[src/rtl/hazard_tag_pkg.sv]
// Shared widths, stage-entry encoding and helpers for hazard tag tracking.
// Used by both the tag pipeline and the stall generator.
package hazard_tag_pkg;

  localparam int WA_W   = 5;
  localparam int TNEW_W = 2;
  localparam int CNT_W  = 16;

  typedef struct packed {
    logic [WA_W-1:0]   wa;
    logic [TNEW_W-1:0] tnew;
  } tag_t;

  localparam tag_t BUBBLE = '{wa: '0, tnew: '0};

  localparam logic [CNT_W-1:0] CNT_MAX = '1;

  // Saturating decrement: a result that already exists stays at 0.
  function automatic logic [TNEW_W-1:0] satdec(
    input logic [TNEW_W-1:0] x
  );
    return (x == '0) ? '0 : x - 1'b1;
  endfunction

endpackage

[src/rtl/hazard_tag_pipeline_stage.sv]
// One hazard tag entry register with bubble and
// optional saturating decrement on load.
module hazard_tag_stage
  import hazard_tag_pkg::*;
(
  input  logic clk,
  input  logic reset,
  input  logic load,
  input  logic bubble,
  input  logic dec,
  input  tag_t d,
  output tag_t q
);

  tag_t nxt;

  always_comb begin
    nxt = d;
    if (dec) nxt.tnew = satdec(d.tnew);
  end

  always_ff @(posedge clk) begin
    if (!reset) begin
      q <= BUBBLE;
    end else if (bubble) begin
      q <= BUBBLE;
    end else if (load) begin
      q <= nxt;
    end
  end

endmodule

[src/rtl/hazard_tag_pipeline.sv]
// Tracks destination register and remaining latency of in-flight
// instructions in EX/MEM/WB for forwarding and stall decisions.
module hazard_tag_pipeline
  import hazard_tag_pkg::*;
(
  input  logic              clk,
  input  logic              reset,
  input  logic [WA_W-1:0]   WA_ID,
  input  logic [TNEW_W-1:0] Tnew_ID,
  input  logic              Stall,
  input  logic              Clear,
  output logic [WA_W-1:0]   WA_EX,
  output logic [WA_W-1:0]   WA_MEM,
  output logic [WA_W-1:0]   WA_WB,
  output logic [TNEW_W-1:0] Tnew_EX,
  output logic [TNEW_W-1:0] Tnew_MEM,
  output logic [TNEW_W-1:0] Tnew_WB,
  output logic              Ready_EX,
  output logic              Ready_MEM,
  output logic              Ready_WB,
  output logic [CNT_W-1:0]  Stall_Count
);

  tag_t id_d;
  tag_t ex_q;
  tag_t mem_q;
  tag_t wb_q;
  logic ex_bub;

  assign id_d   = '{wa: WA_ID, tnew: Tnew_ID};
  // r0 never creates a hazard, so it is tracked as a bubble.
  assign ex_bub = Clear | Stall | (WA_ID == '0);

  hazard_tag_stage u_ex (
    .clk    (clk),
    .reset  (reset),
    .load   (1'b1),
    .bubble (ex_bub),
    .dec    (1'b0),
    .d      (id_d),
    .q      (ex_q)
  );

  hazard_tag_stage u_mem (
    .clk    (clk),
    .reset  (reset),
    .load   (1'b1),
    .bubble (Clear),
    .dec    (1'b1),
    .d      (ex_q),
    .q      (mem_q)
  );

  hazard_tag_stage u_wb (
    .clk    (clk),
    .reset  (reset),
    .load   (1'b1),
    .bubble (Clear),
    .dec    (1'b1),
    .d      (mem_q),
    .q      (wb_q)
  );

  always_ff @(posedge clk) begin
    if (!reset) begin
      Stall_Count <= '0;
    end else if (Stall && !Clear &&
                 (Stall_Count != CNT_MAX)) begin
      Stall_Count <= Stall_Count + 1'b1;
    end
  end

  assign WA_EX    = ex_q.wa;
  assign WA_MEM   = mem_q.wa;
  assign WA_WB    = wb_q.wa;
  assign Tnew_EX  = ex_q.tnew;
  assign Tnew_MEM = mem_q.tnew;
  assign Tnew_WB  = wb_q.tnew;

  assign Ready_EX  = reset && (ex_q.wa != '0) &&
                     (ex_q.tnew == '0);
  assign Ready_MEM = reset && (mem_q.wa != '0) &&
                     (mem_q.tnew == '0);
  assign Ready_WB  = reset && (wb_q.wa != '0) &&
                     (wb_q.tnew == '0);

endmodule
[config.mk]
export PLATFORM = sky130hd
export DESIGN_NAME = hazard_tag_pipeline
export DESIGN_NICKNAME = d
export VERILOG_FILES = /design/src/rtl/hazard_tag_pkg.sv /design/src/rtl/hazard_tag_pipeline_stage.sv /design/src/rtl/hazard_tag_pipeline.sv
export SDC_FILE = /design/constraint.sdc
export NUM_CORES = 1
export LEC_CHECK = 0
export BUFFER_PORTS_ARGS = -buffer_cell sky130_fd_sc_hd__buf_2
export CAP_MARGIN = 20
export CELL_PAD_IN_SITES_DETAIL_PLACEMENT = 1
export CELL_PAD_IN_SITES_GLOBAL_PLACEMENT = 1
export CORE_ASPECT_RATIO = 0.7
export CORE_MARGIN = 2
export CORE_UTILIZATION = 36
export DETAILED_ROUTE_END_ITERATION = 10
export PLACE_DENSITY = 0.88
export SYNTH_ARGS = -nofsm -noshare
export SYNTH_HDL_FRONTEND = slang
export SYNTH_SLANG_ARGS = --single-unit
[constraint.sdc]
create_clock -name clk -period 2.1 [get_ports clk]
set_clock_uncertainty 0.2 [all_clocks]
set_input_delay 0.42 -clock clk [delete_from_list [all_inputs] [get_ports clk]]
set_output_delay 0.42 -clock clk [all_outputs]
set_load 0.01 [all_outputs]
# Word level (Yosys, flattened, before mapping)
# Index checks and enable logic that the tools add are counted.
word_totals:
  ff_bits: 37
  memories: 0
  elab_cells: 34
  inputBits: 11
  output_inout_bits: 40
  latch_bits: 0
  rom_bits: 0
  ramBits: 0
classes:
  bitwise_logic: 3
  n_lt_le_gt_ge: 0
  addsub: 3
  n_shift: 0
  eq_ne: 1
  mux: 0
  n_mul: 0
  div_mod_pow: 0
  reduce_logical: 20
ops:
  columns: ["operator", "count"]
  rows:
  - ["16-bit by 1-bit adder with 16-bit output, second input constant", 1]
  - ["16-bit inequality test, second input constant", 1]
  - ["5-bit nonzero test", 3]
  - ["1-bit logical AND", 8]
  - ["2-bit zero test", 3]
  - ["3-bit OR reduction", 2]
  - ["5-bit zero test", 1]
  - ["2-bit OR reduction", 2]
  - ["2-bit by 1-bit subtractor with 2-bit output, second input constant", 2]
  - ["1-bit bitwise OR", 2]
  - ["1-bit zero test", 1]
  - ["1-bit NOT", 1]

# Logic depth before layout (Yosys ltp)
depth:
  ltp_word: 3
  mapped_depth: 6
  ltp_nobuf: 5

# Hierarchy
# From an unflattened synthesis, not the netlist that was laid out.
unflattened:
  cells_unflattened: 198
  area_unflattened_um2: 1844.3
modules_own_cells:
  columns: ["module", "instances", "seq_area_each_um2", "cells_per_inst", "area_per_inst_um2"]
  rows:
  - ["hazard_tag_pipeline", 1, 320.3, 117, 954.7]
  - ["hazard_tag_stage", 3, 140.1, 27, 296.5]

# Worst setup path before layout
# Ideal clock, no wire load.
synth_timing:
  kind: "reg2reg"
  start: "register Stall_Count[0]"
  end: "register Stall_Count[1]"
  required_ns: 1.772
  t_arrival_ns: 1.666
  path_stages_with_launch: 7
  setup_ns: 0.128
  path_slack_ns: 0.106
  n_path_buf: 1
  synth_period_minus_slack_ns: 1.994
  path_cell_list: "dfxtp_1 > ha_1 > nand3_2 > o41ai_4 > buf_6 > mux2i_1 > nor2_1"
synth_between:
  elab_chain_len: 2
  elab_cells_between_ends: 3
  classes_between: "add/sub (1); eq/ne (1); reduce/logical (1)"
synth_lines:
  columns: ["item", "line", "rtl"]
  rows:
  - ["start, declared", "hazard_tag_pipeline.sv:21", "output logic [CNT_W-1:0] Stall_Count"]
  - ["start signal, assigned", "hazard_tag_pipeline.sv:69", "Stall_Count <= Stall_Count + 1'b1;"]
  - ["parallel branches: the longest is 2 deep, another holds 16-bit by 1-bit adder with 16-bit output", null, null]
# Parallel ways; which one is timed is not known.
# A chain may end at the register's enable or synchronous reset.

# Worst setup path after layout
layout_timing:
  start: "register u_wb.q[2] in the netlist's numbering"
  end: "output port Ready_WB"
layout_between:
  elab_chain_len: 3
layout_lines:
  columns: ["item", "line", "rtl"]
  rows:
  - ["start, declared", "hazard_tag_pipeline_stage.sv:12", "output tag_t q"]
  - ["start signal, assigned", "hazard_tag_pipeline_stage.sv:28", "q <= nxt;"]
  - ["5-bit nonzero test", "hazard_tag_pipeline.sv:84", "assign Ready_WB = reset && (wb_q.wa != '0) &&"]
  - ["1-bit logical AND (2 in a row)", "hazard_tag_pipeline.sv:84", null]
  - ["end, declared", "hazard_tag_pipeline.sv:20", "output logic Ready_WB,"]
# Every way passes these cells.

==> reports/qor.yml <==
outcome:
  outcome: "complete, no violations"
synthesis:
  yosysUniqueCellTypes: 33
  synth-seq-cells: 37
  yosysWarnings: 0
  synthArstFlopShare: 0
  seq_area_frac_synth: 0.4860
  synth_cells: 159
  synth.avg_cell_area_um2: 9.585
  synth_fa_ha_area_frac: 0.02463
  muxShareOfSynthArea: 0.01970
  ys.flop_type: "dfxtp_1"
  synth.cell_area_um2: 1524
  synth-compound-area-share: 0.1174
  synthXorXnorAreaFrac: 0.005747
  synthesis.nets: 173
  synth_edf_count: 0
  synth_top_family_by_area: "simple AND/OR/NAND/NOR gates"
  yosys.area_share.simple: 0.3144
critical_path:
  r2r_start: "Stall_Count[1]"
  reg2reg_to: "Stall_Count[1]"
  critPathArrivalTime_ps: 1410
  end_kind: "output port"
  rr_worst_depth: 6
  critical_path_class: "reg2out"
  crit_path_start_kind: "register"
  r2r_slack_ps: 130
  required_ps: 1480
  cp_max_fo: 2
layout:
  drive_gt1_frac: 0.3213
  area_delta_synth_final_pct: 30.30
  stdcell_count: 273
  stdcell_area_um2: 1986
  nets: 234
  fillers: 496
  diodes: 0
sta:
  slew_viol_final: 0
  max_freq_mhz: 493.3
  setup_viol: 0
  fin_crit_ps: 2027
  finalHoldViolCount: 0
  period_share: 0.9654
  worstMarginPinSlew_ps: 531.4
  tns_ps: 0
  relSlewSlack: 0.6444
  layout_setup_ws_ps: 72.75
  grt_setup_unrepaired: "true"
clock_network:
  clk_path_buf_depth: 2
  cts_buffers: 5
  clock_latency_ps: 280
  clk_pin_slew_ps: 70
  postCtsSetupBuffers: 0
  cts_hold_buf: 0
  clock-sinks: 37
  root_buffer: "clkbuf_8"
  cts_tree: "done"
  h-tree-depth: 2
  cts-resized-gates: 0
power:
  finalPower_uw: 1398
  power_leakage_uw: 0.0009034
  power_density_nw_per_um2: 704.2
  ir_worst_vdd_v: 0.0004317
global_route:
  grt_max_degree: 15
  first_global_vias: 1397
  gr-total-overflow: 0
  grtUsageTotal: 0.1859
  grt_pass1_wl_um: 6672
  antenna_found_initial: 0
floorplanning:
  core-area_um2: 3994
  rows: 19
  die_w_um: 81.77
  pin_count: 51
  die-area_um2: 4778
  floorplan.initialDensity: 0.3816
  die_y_um: 58.44
min_path:
  min_path_cells: 2
  worst_hold_startpoint: "WA_ID[4]"
  hold_path_class: "in2reg"
  hold_end: "u_ex.q[6]"
drt:
  drc_errors: 0
  first_iter_violations: 67
  drt-total-wl_um: 4177
  wl_per_cell_um: 15.30
  vias: 1471
  drt_pass1_iterations: 4
  vias_per_cell: 5.388
  detail-route-antenna-nets: 0
placement:
  place_congestion: 0.8356
  numPortBuffers: 50
  dp.cells: 265
  dp_hpwl_um: 3275
  post_dp_cell_area_um2: 1869
  post-place-ws_ps: 80.90
flow_run:
  max-cap-violations: 0
-- metal layers --
layer  part of all wire  routed length [um]  vias to the layer above  global-route usage
met4              0.015                  62                        0             0.06429
li1                   -                   -                      706                   -
met1               0.44                1846                      699              0.2341
met2               0.48                1995                       58              0.3101
met3              0.065                 272                        8             0.04908
met5                  0                   0                        -                   0
-- synthesized netlist by cell type, types with 3 or more instances --
| library cell | n | area (um^2) |
|---|---|---|
| dfxtp_1 | 37 | 740.7 |
| nor4_1 | 3 | 18.77 |
| nand3_1 | 3 | 15.01 |
| or4_1 | 8 | 60.06 |
| or3_1 | 5 | 31.28 |
| inv_1 | 9 | 33.78 |
| o21ai_1 | 4 | 20.02 |
| and2_1 | 16 | 100.1 |
| mux2i_1 | 3 | 30.03 |
| a21oi_1 | 11 | 55.05 |
| and3_1 | 3 | 18.77 |
| nand2_1 | 5 | 18.77 |
| ha_1 | 3 | 37.54 |
| nor2_1 | 9 | 33.78 |
| o31ai_1 | 5 | 37.54 |
| nor3_1 | 7 | 35.03 |
| nand4_1 | 6 | 37.54 |
| nand2b_1 | 4 | 25.02 |
-- worst max-delay path: stages (launching register included) --
cell and delay, ps:
dfxtp_1 310, or4_1 510, nor2_1 100, nor4_1 60, buf_2 140
-- flip-flops by register name (all words and copies together) (netlist names) --
register,cells
Stall_Count,16
u_mem.q,7
u_wb.q,7
u_ex.q,7
-- stage by stage --
stage | util | hold slack (ps)
floorplan | - | 290.3
global placement | 0.4680 | 240.2
detailed placement | 0.4680 | 266.7
CTS | 0.4959 | 134.0
global route | 0.4972 | 138.0
finish | 0.4972 | 144.8
-- worst max path at each step --
| stage | cells after the start | endpoint | start |
|---|---|---|---|
| final | 4 | Ready_WB | u_wb.q[2] |
| after global routing | 4 | Ready_WB | u_wb.q[2] |
| after CTS | 4 | Ready_WB | u_wb.q[2] |
| after detailed placement | 6 | Stall_Count[9] | Stall |
| after global placement | 6 | Stall_Count[9] | Stall |
| after floorplan | 6 | Stall_Count[1] | Stall_Count[0] |
-- cell usage in the layout, fill, tap and decap left out --
cell type and n:
o21ai_1 4, buf_2 50, clkbuf_1 1, and2_1 16, mux2i_1 3, or3_1 5
nand4_1 6, ha_1 3, bufinv_16 1, or2_2 1, o311a_1 2, nor4_1 3
nor2_1 9, a21oi_1 11, or4_1 8, and4_1 1, nand4_2 2, dfxtp_1 36
o41ai_4 1, nand3_2 1, xor2_1 1, buf_6 1, o21ai_0 2, o41ai_1 1
and3_1 3, nand4bb_1 1, clkbuf_8 5, buf_4 5, nor3_1 7, nor2b_1 1
dfxtp_2 1, or3_2 1, and4_2 1, clkinv_4 1, nand2_1 5, inv_1 9
nand2b_1 4, nand3_1 3, o31ai_1 5
-- kinds of logic after synthesis --
logic type	after synthesis
AND/OR/NAND/NOR	78
AO/OA/AOI/OAI	26
XOR/XNOR	1
buffers and inverters	11
multiplexers	3
adder cells (fa/ha/maj)	3
flip-flops	37
-- report_power, final --
part	switching [uW]	internal [uW]	leakage, uW
Combinational	45.5	34.0	0.000549
Sequential	6.13	710	0.000299
Clock	246	356	0.0000554
Total	298	1100	0.000903
-- layout make-up --
class	count	area, um^2	area share
sequential	37	742.0	0.3737
clock inverter	2	38.79	0.01953
inverter	9	33.78	0.01701
tap	52	65.06	0.03277
multi-input combinational	111	734.5	0.3699
clock buffer	6	72.57	0.03655
timing repair buffer	56	299.0	0.1506
Note: power is estimated with default switching activity, not from simulation.
